## src/rtl/load_store_unit_if.sv

```systemverilog
// rtl/load_store_unit_if.sv - data memory bus interface between the load/store unit and memory
`timescale 1ns/1ps
interface load_store_unit_if #(
  parameter int ADDR_W = 32
);
  logic              mem_valid;
  logic              mem_ready;
  logic              mem_we;
  logic [3:0]        mem_be;
  logic [ADDR_W-1:0] mem_addr;
  logic [31:0]       mem_wdata;
  logic [31:0]       mem_rdata;

  modport master (
    output mem_valid, mem_we, mem_be, mem_addr, mem_wdata,
    input  mem_ready, mem_rdata
  );

  modport slave (
    input  mem_valid, mem_we, mem_be, mem_addr, mem_wdata,
    output mem_ready, mem_rdata
  );
endinterface

```

## src/rtl/load_store_unit.sv

```systemverilog
// rtl/load_store_unit.sv - multi-cycle load/store unit; LSU_MISALIGN_TRAP_EN enables misaligned-access fault
`timescale 1ns/1ps
module load_store_unit #(
  parameter int ADDR_W = 32
) (
  input  logic               clk,
  input  logic               reset,
  input  logic               lsu_req,
  input  logic               lsu_we,
  input  logic [1:0]         lsu_size,
  input  logic [ADDR_W-1:0]  lsu_addr,
  input  logic [31:0]        lsu_wdata,
  output logic [31:0]        lsu_rdata,
  output logic               lsu_stall,
  output logic               lsu_fault,
  load_store_unit_if.master  mem
);

  typedef enum logic [1:0] {
    IDLE = 2'd0,
    BUS  = 2'd1,
    DONE = 2'd2
  } state_t;

  state_t state;
  state_t state_nxt;

  logic              take_req;
  logic              trap;
  logic [1:0]        offset;
  logic [3:0]        be;
  logic [31:0]       wdata_rep;

  logic              we_q;
  logic [3:0]        be_q;
  logic [ADDR_W-1:0] addr_q;
  logic [31:0]       wdata_q;
  logic [1:0]        off_q;

  // Lane decode with forced alignment: half drops bit 0, word drops bits 1:0
  always_comb begin
    offset    = lsu_addr[1:0];
    be        = 4'b0001 << lsu_addr[1:0];
    wdata_rep = {4{lsu_wdata[7:0]}};
    case (lsu_size)
      2'b00: begin
        offset    = lsu_addr[1:0];
        be        = 4'b0001 << lsu_addr[1:0];
        wdata_rep = {4{lsu_wdata[7:0]}};
      end
      2'b01: begin
        offset    = {lsu_addr[1], 1'b0};
        be        = 4'b0011 << {lsu_addr[1], 1'b0};
        wdata_rep = {2{lsu_wdata[15:0]}};
      end
      default: begin
        offset    = 2'b00;
        be        = 4'b1111;
        wdata_rep = lsu_wdata;
      end
    endcase
  end

`ifdef LSU_MISALIGN_TRAP_EN
  assign trap = (lsu_size == 2'b01) ? lsu_addr[0]
              : (lsu_size[1] ? (|lsu_addr[1:0]) : 1'b0);
`else
  assign trap = 1'b0;
`endif

  // State register
  always_ff @(posedge clk or negedge reset) begin
    if (!reset) state <= IDLE;
    else        state <= state_nxt;
  end

  // Next state: a trapped access skips the bus and goes straight to DONE
  always_comb begin
    state_nxt = state;
    take_req  = 1'b0;
    unique case (state)
      IDLE: begin
        if (lsu_req) begin
          if (trap) begin
            state_nxt = DONE;
          end else begin
            state_nxt = BUS;
            take_req  = 1'b1;
          end
        end
      end
      BUS:     if (mem.mem_ready) state_nxt = DONE;
      DONE:    state_nxt = IDLE;
      default: state_nxt = IDLE;
    endcase
  end

  // Latch request fields on issue; capture shifted load data on handshake
  always_ff @(posedge clk or negedge reset) begin
    if (!reset) begin
      we_q      <= 1'b0;
      be_q      <= 4'b0000;
      addr_q    <= '0;
      wdata_q   <= 32'h0;
      off_q     <= 2'b00;
      lsu_rdata <= 32'h0;
    end else begin
      if (take_req) begin
        we_q    <= lsu_we;
        be_q    <= be;
        addr_q  <= {lsu_addr[ADDR_W-1:2], 2'b00};
        wdata_q <= wdata_rep;
        off_q   <= offset;
      end
      if ((state == BUS) && mem.mem_ready && !we_q) begin
        lsu_rdata <= mem.mem_rdata >> {off_q, 3'b000};
      end
    end
  end

`ifdef LSU_MISALIGN_TRAP_EN
  // Fault is high for exactly the DONE cycle that follows a trapped request
  always_ff @(posedge clk or negedge reset) begin
    if (!reset) lsu_fault <= 1'b0;
    else        lsu_fault <= (state == IDLE) && lsu_req && trap;
  end
`else
  assign lsu_fault = 1'b0;
`endif

  // Valid is derived from state so an asynchronous reset retracts it at once
  assign mem.mem_valid = (state == BUS);
  assign mem.mem_we    = we_q;
  assign mem.mem_be    = be_q;
  assign mem.mem_addr  = addr_q;
  assign mem.mem_wdata = wdata_q;

  assign lsu_stall = reset && lsu_req && (state != DONE);

endmodule

```

## src/flat_wrapper.sv

```systemverilog
// flat-port wrapper written by rule: the top's interface ports become plain ports
module load_store_unit_flat 
#(
  parameter int ADDR_W = 32
)
  (clk, reset, lsu_req, lsu_we, lsu_size, lsu_addr, lsu_wdata, lsu_rdata, lsu_stall, lsu_fault, mem_mem_valid, mem_mem_we, mem_mem_be, mem_mem_addr, mem_mem_wdata, mem_mem_ready, mem_mem_rdata);
  load_store_unit_if #(.ADDR_W(ADDR_W)) mem_i ();
  input  logic clk;
  input  logic reset;
  input  logic lsu_req;
  input  logic lsu_we;
  input  logic [1:0] lsu_size;
  input  logic [ADDR_W-1:0] lsu_addr;
  input  logic [31:0] lsu_wdata;
  output logic [31:0] lsu_rdata;
  output logic lsu_stall;
  output logic lsu_fault;
  output wire logic [$bits(mem_i.mem_valid)-1:0] mem_mem_valid;
  output wire logic [$bits(mem_i.mem_we)-1:0] mem_mem_we;
  output wire logic [$bits(mem_i.mem_be)-1:0] mem_mem_be;
  output wire logic [$bits(mem_i.mem_addr)-1:0] mem_mem_addr;
  output wire logic [$bits(mem_i.mem_wdata)-1:0] mem_mem_wdata;
  input wire logic [$bits(mem_i.mem_ready)-1:0] mem_mem_ready;
  input wire logic [$bits(mem_i.mem_rdata)-1:0] mem_mem_rdata;
  assign mem_mem_valid = mem_i.mem_valid;
  assign mem_mem_we = mem_i.mem_we;
  assign mem_mem_be = mem_i.mem_be;
  assign mem_mem_addr = mem_i.mem_addr;
  assign mem_mem_wdata = mem_i.mem_wdata;
  assign mem_i.mem_ready = mem_mem_ready;
  assign mem_i.mem_rdata = mem_mem_rdata;
  load_store_unit #(.ADDR_W(ADDR_W)) u_core (.clk(clk), .reset(reset), .lsu_req(lsu_req), .lsu_we(lsu_we), .lsu_size(lsu_size), .lsu_addr(lsu_addr), .lsu_wdata(lsu_wdata), .lsu_rdata(lsu_rdata), .lsu_stall(lsu_stall), .lsu_fault(lsu_fault), .mem(mem_i));
endmodule
```

## config.mk

```make
export PLATFORM = sky130hd
export DESIGN_NAME = load_store_unit_flat
export DESIGN_NICKNAME = d
export VERILOG_FILES = /design/src/rtl/load_store_unit_if.sv /design/src/rtl/load_store_unit.sv /design/src/flat_wrapper.sv
export SDC_FILE = /design/constraint.sdc
export NUM_CORES = 1
export LEC_CHECK = 0
export ABC_AREA = 1
export BUFFER_PORTS_ARGS = -buffer_cell sky130_fd_sc_hd__buf_2
export CAP_MARGIN = 10
export CELL_PAD_IN_SITES_DETAIL_PLACEMENT = 2
export CELL_PAD_IN_SITES_GLOBAL_PLACEMENT = 2
export CORE_MARGIN = 2
export CORE_UTILIZATION = 25
export DETAILED_ROUTE_END_ITERATION = 10
export GPL_TIMING_DRIVEN = 0
export MAX_ROUTING_LAYER = met4
export PLACE_DENSITY = 0.81
export SYNTH_ARGS = -nofsm -noshare
export SYNTH_HDL_FRONTEND = slang
export SYNTH_SLANG_ARGS = --single-unit
```

## constraint.sdc

```tcl
create_clock -name clk -period 1.6 [get_ports clk]
set_clock_uncertainty 0.1 [all_clocks]
set_input_delay 0.08 -clock clk [delete_from_list [all_inputs] [get_ports clk]]
set_output_delay 0.08 -clock clk [all_outputs]
set_load 0.02 [all_outputs]
```

==> results of run 1 <==
report_power, final:
group	internal (mW)	switching, mW	total (mW)
Clock	1.13	1.16	2.29
Sequential	3.70	0.674	4.37
Combinational	1.79	3.70	5.49
what timing repair did:
action,CTS,global route
endpoints found under the hold margin,119,59
resized for setup,0,7
hold buffers,82,1
endpoints found under the setup margin,0,31
metrics by stage:
step	setup TNS [ns]	util
3_5_place_dp	0	0.329
4_1_cts	0	0.388
5_1_grt	-0.000638	0.390
6_report	0	0.390
3_3_place_gp	-103.43	0.327
2_1_floorplan	0	-
cell families after synthesis:
kind of cell	count (synthesis)	synth area share
AND/OR/NAND/NOR	438	0.363
flip-flops	103	0.535
buffers and inverters	57	0.0631
AO/OA/AOI/OAI	36	0.0384
other	1	0.000778
flip-flops by register name, summed over array words and instances (netlist names):
| register | count |
|---|---|
| u_core.mem.mem_we | 1 |
| u_core.mem.mem_wdata | 32 |
| u_core.mem.mem_addr | 30 |
| u_core.lsu_rdata | 32 |
| u_core.off_q | 2 |
| u_core.mem.mem_be | 4 |
| u_core.state | 2 |
critical path, delay by kind of cell:
family | cells | cell delay (ns)
buffers and inverters | 3 | 1.28
and+or+nand+nor | 4 | 0.33
per-layer routing:
layer | GRT usage | vias up | share of wire
met3 | 0.0419 | 48 | 0.049
met2 | 0.411 | 192 | 0.52
met4 | 0.0849 | 0 | 0.033
li1 | - | 2558 | -
met1 | 0.253 | 2648 | 0.40
met5 | - | - | 0
final cells by class:
cell class / count / area (µm²)
Timing Repair Buffer: 285 / 1880
Multi-Input combinational cell: 477 / 1950
Sequential cell: 103 / 2580
Clock buffer: 10 / 239
Clock inverter: 6 / 53.8
Buffer: 40 / 253
Inverter: 17 / 63.8
Fill cell: 2229 / 11500
Tap cell: 260 / 325
cell usage in the layout (no fill, tap or decap), types with 2 or more instances in the layout:
cell type	instances
inv_2	3
dfrtp_1	103
nor2_1	8
o21ai_0	26
nand2_1	363
nand2_2	2
clkinv_4	3
nor2_4	2
a21oi_1	8
buf_2	219
buf_4	13
inv_1	13
clkbuf_16	9
nand3_1	60
clkbuf_4	4
buf_6	3
conb_1	3
dlygate4sd3_1	82
clkbuf_1	2
path summary, 6_finish.rpt:
check,cells past startpoint,end,startpoint,slack [ns]
worst min register to register,2,u_core.lsu_rdata[25],u_core.lsu_rdata[25],0.37
max in group asynchronous,3,u_core.lsu_rdata[14],reset,1.14
min in group clk,5,u_core.lsu_rdata[4],mem_mem_rdata[20],0.01
worst max register to register,6,u_core.mem.mem_addr[24],u_core.state[0],0.10
worst min-delay path,1,u_core.lsu_rdata[11],reset,-0.48
worst max-delay path,7,u_core.mem.mem_wdata[24],lsu_wdata[0],0.06
==> impl_metrics.py, run 1 <==
metrics = {
    "status": {
        "status": "complete, but fails checks",
        "failed_checks": "hold timing",
    },
    "synthesis": {
        "ys_warn_count": 0,
        "synth_top_area_cell": "dfrtp_1",
        "synth_cell_type_count": 21,
        "ys.flop_type": "dfrtp_1",
        "yosysMostFrequentCell": "nand2_1",
        "ys_seq_area_frac": 0.535,
        "synth_area_per_cell_um2": 7.59,
        "synthTopCellsByCount": "363 x nand2_1, 103 x dfrtp_1, 60 x nand3_1",
        "synth_area_mm2": 0.00482,
        "synth_top_area_frac": 0.535,
        "synth_async_sr_flop_share": 1.00,
        "ys_top_cells_by_area": "dfrtp_1 53%, nand2_1 28%, nand3_1 6.2%, o21ai_0 2.7%, buf_2 2.5%",
        "synth_edf_count": 0,
        "syn_inst": 635,
        "ys_ff_latch": 103,
    },
    "timing": {
        "hold_ws_ns": -0.478,
        "tightest_slew_ns": 0.533,
        "hold_viol_final": 82,
        "max_freq_ghz": 0.650,
        "setup-violations-final": 0,
        "period_minus_slack_ns": 1.54,
        "max_slew_margin": 0.645,
        "drv_slew": 0,
        "finalCritPeriodShare": 0.962,
        "finalWorstSetupSlack_ns": 0.0612,
    },
    "clocking": {
        "cts.sinks": 103,
        "h-tree-depth": 3,
        "root_buffer": "clkbuf_16",
        "path_clk_slew_ns": 0.08,
        "post_cts_buffers": 0,
        "ctsLongestPathBuffers": 2,
        "clkLatencyLatePin_ns": 0.36,
        "cts_tree": "done",
        "numCtsBuffers": 9,
    },
    "pwr": {
        "power.density_mw_per_mm2": 1660,
        "total_power_mw": 12.2,
        "p_leak_nw": 4.11,
        "ir_drop_mv": 0.585,
    },
    "cells_and_area": {
        "n_antenna_cell": 0,
        "area.growth.synth_to_final_pct": 52.3,
        "layout-drive-gt1-share": 0.284,
        "final_cells": 1198,
        "nets": 1036,
        "final_area_mm2": 0.00734,
    },
    "floorplanning": {
        "ios": 207,
        "die_area_mm2": 0.0204,
        "core_mm2": 0.0188,
        "fp-row-count": 50,
        "die_w_um": 143,
        "die_h_um": 143,
        "initial_utilization": 0.256,
    },
    "grt": {
        "first_global_vias": 6304,
        "overflow": 0,
        "grt_pass1_wl_um": 34800,
        "grt_usage": 0.229,
        "grt_antenna_before_repair": 0,
        "grt_max_degree": 67,
    },
    "hold_path": {
        "hold_class": "in2async",
    },
    "routing": {
        "wl_per_cell_um": 18.7,
        "firstDrtPassIters": 4,
        "viasPerCell": 4.55,
        "drc": 0,
        "wl_um": 22400,
        "postRouteAntennaNets": 0,
        "drt_iter0_markers": 220,
        "vias": 5446,
    },
    "setup_path": {
        "crit_path_cell_trace": "dlygate4sd3_1 -> buf_2 -> nand2_1 -> nand3_1 -> dlygate4sd3_1 -> nand2_1 -> nand2_1",
        "path_class": "in2reg",
        "critical_path_arrival_ns": 1.69,
        "crit_path_top_delay_cell": "dlygate4sd3_1",
        "cpPeakStageDelay_ns": 0.59,
        "required_ns": 1.76,
        "critPathMostFrequentCell": "nand2_1",
        "startpoint_type": "input pin",
        "crit_fanout": 2,
        "cp-end-kind": "register",
    },
    "placement": {
        "pre_cts_slack_ns": 0.0365,
        "placed_cells": 1099,
        "gp_congestion": 0.807,
        "portBuffers": 201,
        "hpwlAfterDp_um": 14500,
        "placed_area_mm2": 0.00619,
    },
    "run": {
        "max-cap-violations": 0,
    },
}
Note: power is estimated with default switching activity, not from simulation.
==> inputs of run 2 (changes only) <==
Settings changed: CELL_PAD_IN_SITES_DETAIL_PLACEMENT 2 to 1, CELL_PAD_IN_SITES_GLOBAL_PLACEMENT 2 to 1, CORE_UTILIZATION 25 to 33, PLACE_DENSITY 0.81 to 0.82.
==> impl_metrics.py, run 2 (synthesis gave the netlist of run 1 again) <==
metrics = {
    "status": {
        "status": "complete, but fails checks",
        "failed_checks": "hold timing",
    },
    "clocking": {
        "cts_tree": "done",
        "h-tree-depth": 3,
        "path_clk_slew_ns": 0.08,
        "hold_buffers": 83,
        "clkLatencyLatePin_ns": 0.35,
        "numCtsBuffers": 9,
        "root_buffer": "clkbuf_16",
        "ctsLongestPathBuffers": 2,
        "cts.sinks": 103,
    },
    "timing": {
        "grt_setup_unrepaired": "false",
        "setup-violations-final": 0,
        "drv_slew": 0,
        "period_minus_slack_ns": 1.50,
        "tightest_slew_ns": 0.546,
        "max_freq_ghz": 0.668,
        "hold_ws_ns": -0.345,
        "max_slew_margin": 0.636,
        "hold_viol_final": 68,
        "finalCritPeriodShare": 0.936,
    },
    "routing": {
        "postRouteAntennaNets": 0,
        "wl_per_cell_um": 17.8,
        "drc": 0,
        "drt_iter0_markers": 296,
        "viasPerCell": 4.88,
        "vias": 5486,
        "firstDrtPassIters": 4,
        "wl_um": 20000,
    },
    "cells_and_area": {
        "final_cell_mix": "363 x nand2_1, 223 x buf_2, 103 x dfrtp_1",
        "area.growth.synth_to_final_pct": 51.1,
        "final_common_cell": "nand2_1",
        "final_cells": 1125,
        "nets": 1038,
        "layout-drive-gt1-share": 0.286,
        "fillers": 1823,
    },
    "setup_path": {
        "crit_path_cell_trace": "nor2_1 -> nand2_2 -> inv_4 -> clkbuf_4 -> nand2_1 -> nand2_1",
        "required_ns": 1.80,
        "cpPeakStageDelay_ns": 0.44,
        "cp-end-kind": "register",
        "startpoint_type": "register",
        "path_class": "reg2reg",
        "critical_path_arrival_ns": 1.69,
        "crit_path_top_delay_cell": "dfrtp_1",
        "critPathMostFrequentCell": "nand2_1",
        "crit_fanout": 10,
    },
    "floorplanning": {
        "initial_utilization": 0.334,
        "fp-row-count": 44,
        "ios": 207,
        "die_h_um": 125,
        "die_area_mm2": 0.0156,
        "die_w_um": 125,
        "core_mm2": 0.0144,
    },
    "pwr": {
        "power_frac_comb": 0.445,
        "ir_drop_mv": 0.686,
        "switchingPower_mw": 5.34,
        "p_int_mw": 6.81,
        "p_seq_frac": 0.360,
        "power_switching_share": 0.440,
        "power.density_mw_per_mm2": 1670,
        "pwr-share-clk": 0.194,
        "p_leak_nw": 4.13,
    },
    "placement": {
        "placed_cells": 1023,
        "gp_congestion": 0.865,
        "hpwlAfterDp_um": 12600,
        "portBuffers": 201,
    },
    "grt": {
        "grt_max_degree": 70,
        "first_global_vias": 6046,
        "overflow": 0,
        "grt_usage": 0.266,
        "grt_antenna_before_repair": 1,
        "grt_pass1_wl_um": 31800,
    },
    "hold_path": {
        "hold_class": "in2async",
    },
    "run": {
        "max-cap-violations": 0,
    },
}
==> run 2: repair_timing <==
action | 4_1_cts | 5_1_grt
hold endpoints to repair | 117 | 68
endpoints found under the setup margin | 0 | 52
gates resized for setup | 0 | 2
buffers inserted | 0 | 2
==> run 2: layer usage <==
metal  up-vias  global-route usage  share of wire
li1       2561                   -              -
met1      2627               0.306           0.41
met2       230               0.443           0.49
met3        68              0.0515          0.055
met4         0               0.140          0.046
met5         -                   -              0
==> run 2: path summary, 6_finish.rpt <==
| path | start | endpoint | slack [ns] | cells past startpoint |
|---|---|---|---|---|
| min | reset | u_core.lsu_rdata[8] | -0.34 | 2 |
| min in group clk | mem_mem_rdata[20] | u_core.lsu_rdata[12] | 0.01 | 5 |
| max in group asynchronous | reset | u_core.mem.mem_wdata[15] | 0.89 | 4 |
| max | u_core.state[0] | u_core.mem.mem_wdata[31] | 0.10 | 6 |
| min reg2reg | u_core.mem.mem_wdata[28] | u_core.mem.mem_wdata[28] | 0.38 | 2 |
| max reg2reg | u_core.state[0] | u_core.mem.mem_wdata[31] | 0.10 | 6 |
==> run 2: power groups by stage <==
stage          sequential [mW]  combinational, mW  clock [mW]
2_1_floorplan             5.65               1.77           0
3_3_place_gp              4.32               5.02           0
3_5_place_dp              4.35               5.15           0
4_1_cts                   4.34               5.33        2.41
5_1_grt                   4.51               5.87        2.54
6_report                  4.38               5.41        2.36
==> run 2: worst max-delay path: cells and delay by family (launching register included) <==
family                 cells  cell delay [ns]
and+or+nand+nor            4             0.56
DFF                        1             0.44
buffers and inverters      2             0.35
==> run 2: layout make-up <==
type,count,area [µm²],area share
antenna,1,2.50,0.000344
multi-input combinational,477,1950,0.267
tap,184,230,0.0316
clock buffer,11,253,0.0347
buffer,40,243,0.0333
clock inverter,5,63.8,0.00876
timing repair buffer,287,1900,0.261
inverter,17,66.3,0.00910
sequential,103,2580,0.354
==> run 2: per-stage QoR <==
| step | total power, mW | setup slack (ns) | util | cell area (µm²) | TNS, ns |
|---|---|---|---|---|---|
| 4_1_cts | 12.1 | 0.0864 | 0.503 | 7260 | 0 |
| 5_1_grt | 12.9 | 0.00170 | 0.505 | 7280 | 0 |
| 3_3_place_gp | 9.34 | -1.02 | 0.420 | 6060 | -90.12 |
| 3_5_place_dp | 9.51 | 0.0945 | 0.422 | 6090 | 0 |
| 6_report | 12.2 | 0.102 | 0.505 | 7280 | 0 |
| 2_1_floorplan | 7.41 | 0.399 | - | 4830 | 0 |
==> inputs of run 3 (changes only) <==
Settings changed: CORE_UTILIZATION 33 to 30, PLACE_DENSITY 0.82 to 0.78.
Clock period 1.6 ns to 1.25 ns, I/O delays scaled along.
==> impl_metrics.py, run 3 (synthesis gave the netlist of run 1 again) <==
metrics = {
    "floorplanning": {
        "initial_utilization": 0.306,
        "die_area_mm2": 0.0171,
        "die_h_um": 131,
        "fp-row-count": 46,
        "ios": 207,
        "die_w_um": 131,
        "core_mm2": 0.0158,
    },
    "setup_path": {
        "r2r-start": "u_core.state[1]",
        "r2r_cells": 6,
        "critical_path_arrival_ns": 1.54,
        "cp-end-kind": "register",
        "cp-endpoint": "u_core.mem.mem_addr[15]",
        "worstSetupStartpoint": "u_core.state[1]",
        "path_class": "reg2reg",
        "startpoint_type": "register",
        "required_ns": 1.39,
        "crit_fanout": 10,
        "r2r_setup_slack_ns": -0.15,
        "reg2reg_to": "u_core.mem.mem_addr[15]",
    },
    "routing": {
        "wl_um": 23800,
        "firstDrtPassIters": 4,
        "vias": 5778,
        "wl_per_cell_um": 19.8,
        "drt_iter0_markers": 201,
        "postRouteAntennaNets": 0,
        "viasPerCell": 4.82,
        "drc": 0,
    },
    "timing": {
        "finalWorstSetupSlack_ns": -0.155,
        "drv_slew": 0,
        "period_minus_slack_ns": 1.40,
        "finalCritPeriodShare": 1.12,
        "max_freq_ghz": 0.712,
        "hold_viol_final": 103,
        "tns_ns": -9.67,
        "setup-violations-final": 103,
        "grt_setup_unrepaired": "true",
        "hold_ws_ns": -0.525,
    },
    "pwr": {
        "power_switching_share": 0.449,
        "p_seq_frac": 0.321,
        "ir_drop_mv": 0.861,
        "power_frac_comb": 0.505,
        "pwr-share-clk": 0.173,
        "switchingPower_mw": 7.98,
        "power.density_mw_per_mm2": 2020,
        "p_leak_nw": 4.86,
        "p_int_mw": 9.79,
    },
    "grt": {
        "grt_max_degree": 56,
        "first_global_vias": 6056,
        "grt_antenna_before_repair": 0,
        "overflow": 0,
        "grt.met1_usage": 0.289,
        "grt_use_met3": 0.0599,
        "grt_pass1_wl_um": 32100,
        "busiest_layer": "met2",
        "grt_usage": 0.254,
        "grt_use_met2": 0.437,
    },
    "clocking": {
        "ctsLongestPathBuffers": 2,
        "h-tree-depth": 3,
        "cts_tree": "done",
        "root_buffer": "clkbuf_16",
        "path_clk_slew_ns": 0.08,
        "cts.sinks": 103,
        "numCtsBuffers": 9,
        "hold_buffers": 97,
        "clkLatencyLatePin_ns": 0.35,
    },
    "placement": {
        "placed_cells": 1055,
        "portBuffers": 201,
        "gp_congestion": 0.820,
        "hpwlAfterDp_um": 12500,
        "placed_area_mm2": 0.00613,
    },
    "cells_and_area": {
        "final_cell_mix": "257 x nand2_1, 206 x buf_2, 103 x dfrtp_1",
        "fillers": 1897,
        "layout-drive-gt1-share": 0.437,
        "n_antenna_cell": 0,
        "multi_input_area_mm2": 0.00256,
        "regArea_mm2": 0.00258,
        "final_cells": 1198,
        "nets": 1080,
        "final_common_cell": "nand2_1",
        "area.growth.synth_to_final_pct": 82.2,
        "final_area_mm2": 0.00878,
    },
    "status": {
        "failed_checks": "hold timing, setup timing",
        "status": "complete, but fails checks",
    },
    "hold_path": {
        "hold_class": "in2async",
    },
    "run": {
        "max-cap-violations": 0,
    },
}
-- run 3: cell types whose count changed in the layout (fill, tap and decap cells not counted), moves of 16 or more --
cell | previous run | this run
nand2_1 | 363 | 257
nand2_2 | 2 | 62
nand2_4 | 0 | 45
buf_2 | 223 | 206
buf_6 | 2 | 19
dlygate4sd3_1 | 81 | 97
-- run 3: power groups by stage --
stage | Clock [mW] | Sequential, mW | Combinational (mW)
after floorplan | 0 | 7.23 | 2.26
after global placement | 0 | 5.53 | 6.44
after detailed placement | 0 | 5.54 | 6.59
after CTS | 3.13 | 5.53 | 7.49
after global routing | 3.27 | 5.84 | 9.58
final | 3.08 | 5.71 | 8.98
-- run 3: worst min-delay path by stage --
stage	to	from	depth (start not counted)	slack [ns]
floorplan	u_core.lsu_rdata[0]	reset	0	-0.33
global placement	u_core.mem.mem_addr[15]	lsu_addr[15]	3	0.16
detailed placement	u_core.lsu_rdata[2]	reset	1	0.09
CTS	u_core.lsu_rdata[2]	reset	1	-0.46
global route	u_core.lsu_rdata[5]	reset	1	-0.51
finish	u_core.lsu_rdata[5]	reset	1	-0.52
-- run 3: repair_timing --
item,in CTS,in global routing
buffers inserted,7,5
endpoints found under the hold margin,202,103
gates resized for setup,96,189
setup endpoints to repair,104,104
pin swaps,9,37
gates cloned,6,12
-- run 3: worst max-delay path: stages (launching register included) --
cell	delay, ns
dfrtp_1	0.41
nor2_2	0.16
nand2_4	0.10
buf_12	0.17
buf_8	0.15
nand2_1	0.09
nand2_2	0.09
-- run 3: layout make-up --
cell class | count | share of cell area
Multi-Input combinational cell | 477 | 0.292
Timing Repair Buffer | 328 | 0.285
Buffer | 40 | 0.0507
Clock buffer | 10 | 0.0272
Timing Repair inverter | 1 | 0.00185
Tap cell | 216 | 0.0308
Clock inverter | 6 | 0.00855
Sequential cell | 103 | 0.293
Inverter | 17 | 0.0113
-- run 3: metal layers --
layer,up-vias,routed length (µm)
li1,2663,-
met1,2839,9040
met2,214,12600
met3,62,1180
met4,0,915
met5,-,0
-- run 3: per-stage QoR --
step                worst slack (ns)  power (mW)   util
floorplan                     0.0493        9.49      -
global placement               -1.40        12.0  0.387
detailed placement            -0.366        12.1  0.389
CTS                          -0.0920        16.2  0.498
global route                  -0.228        18.7  0.557
finish                        -0.155        17.8  0.557
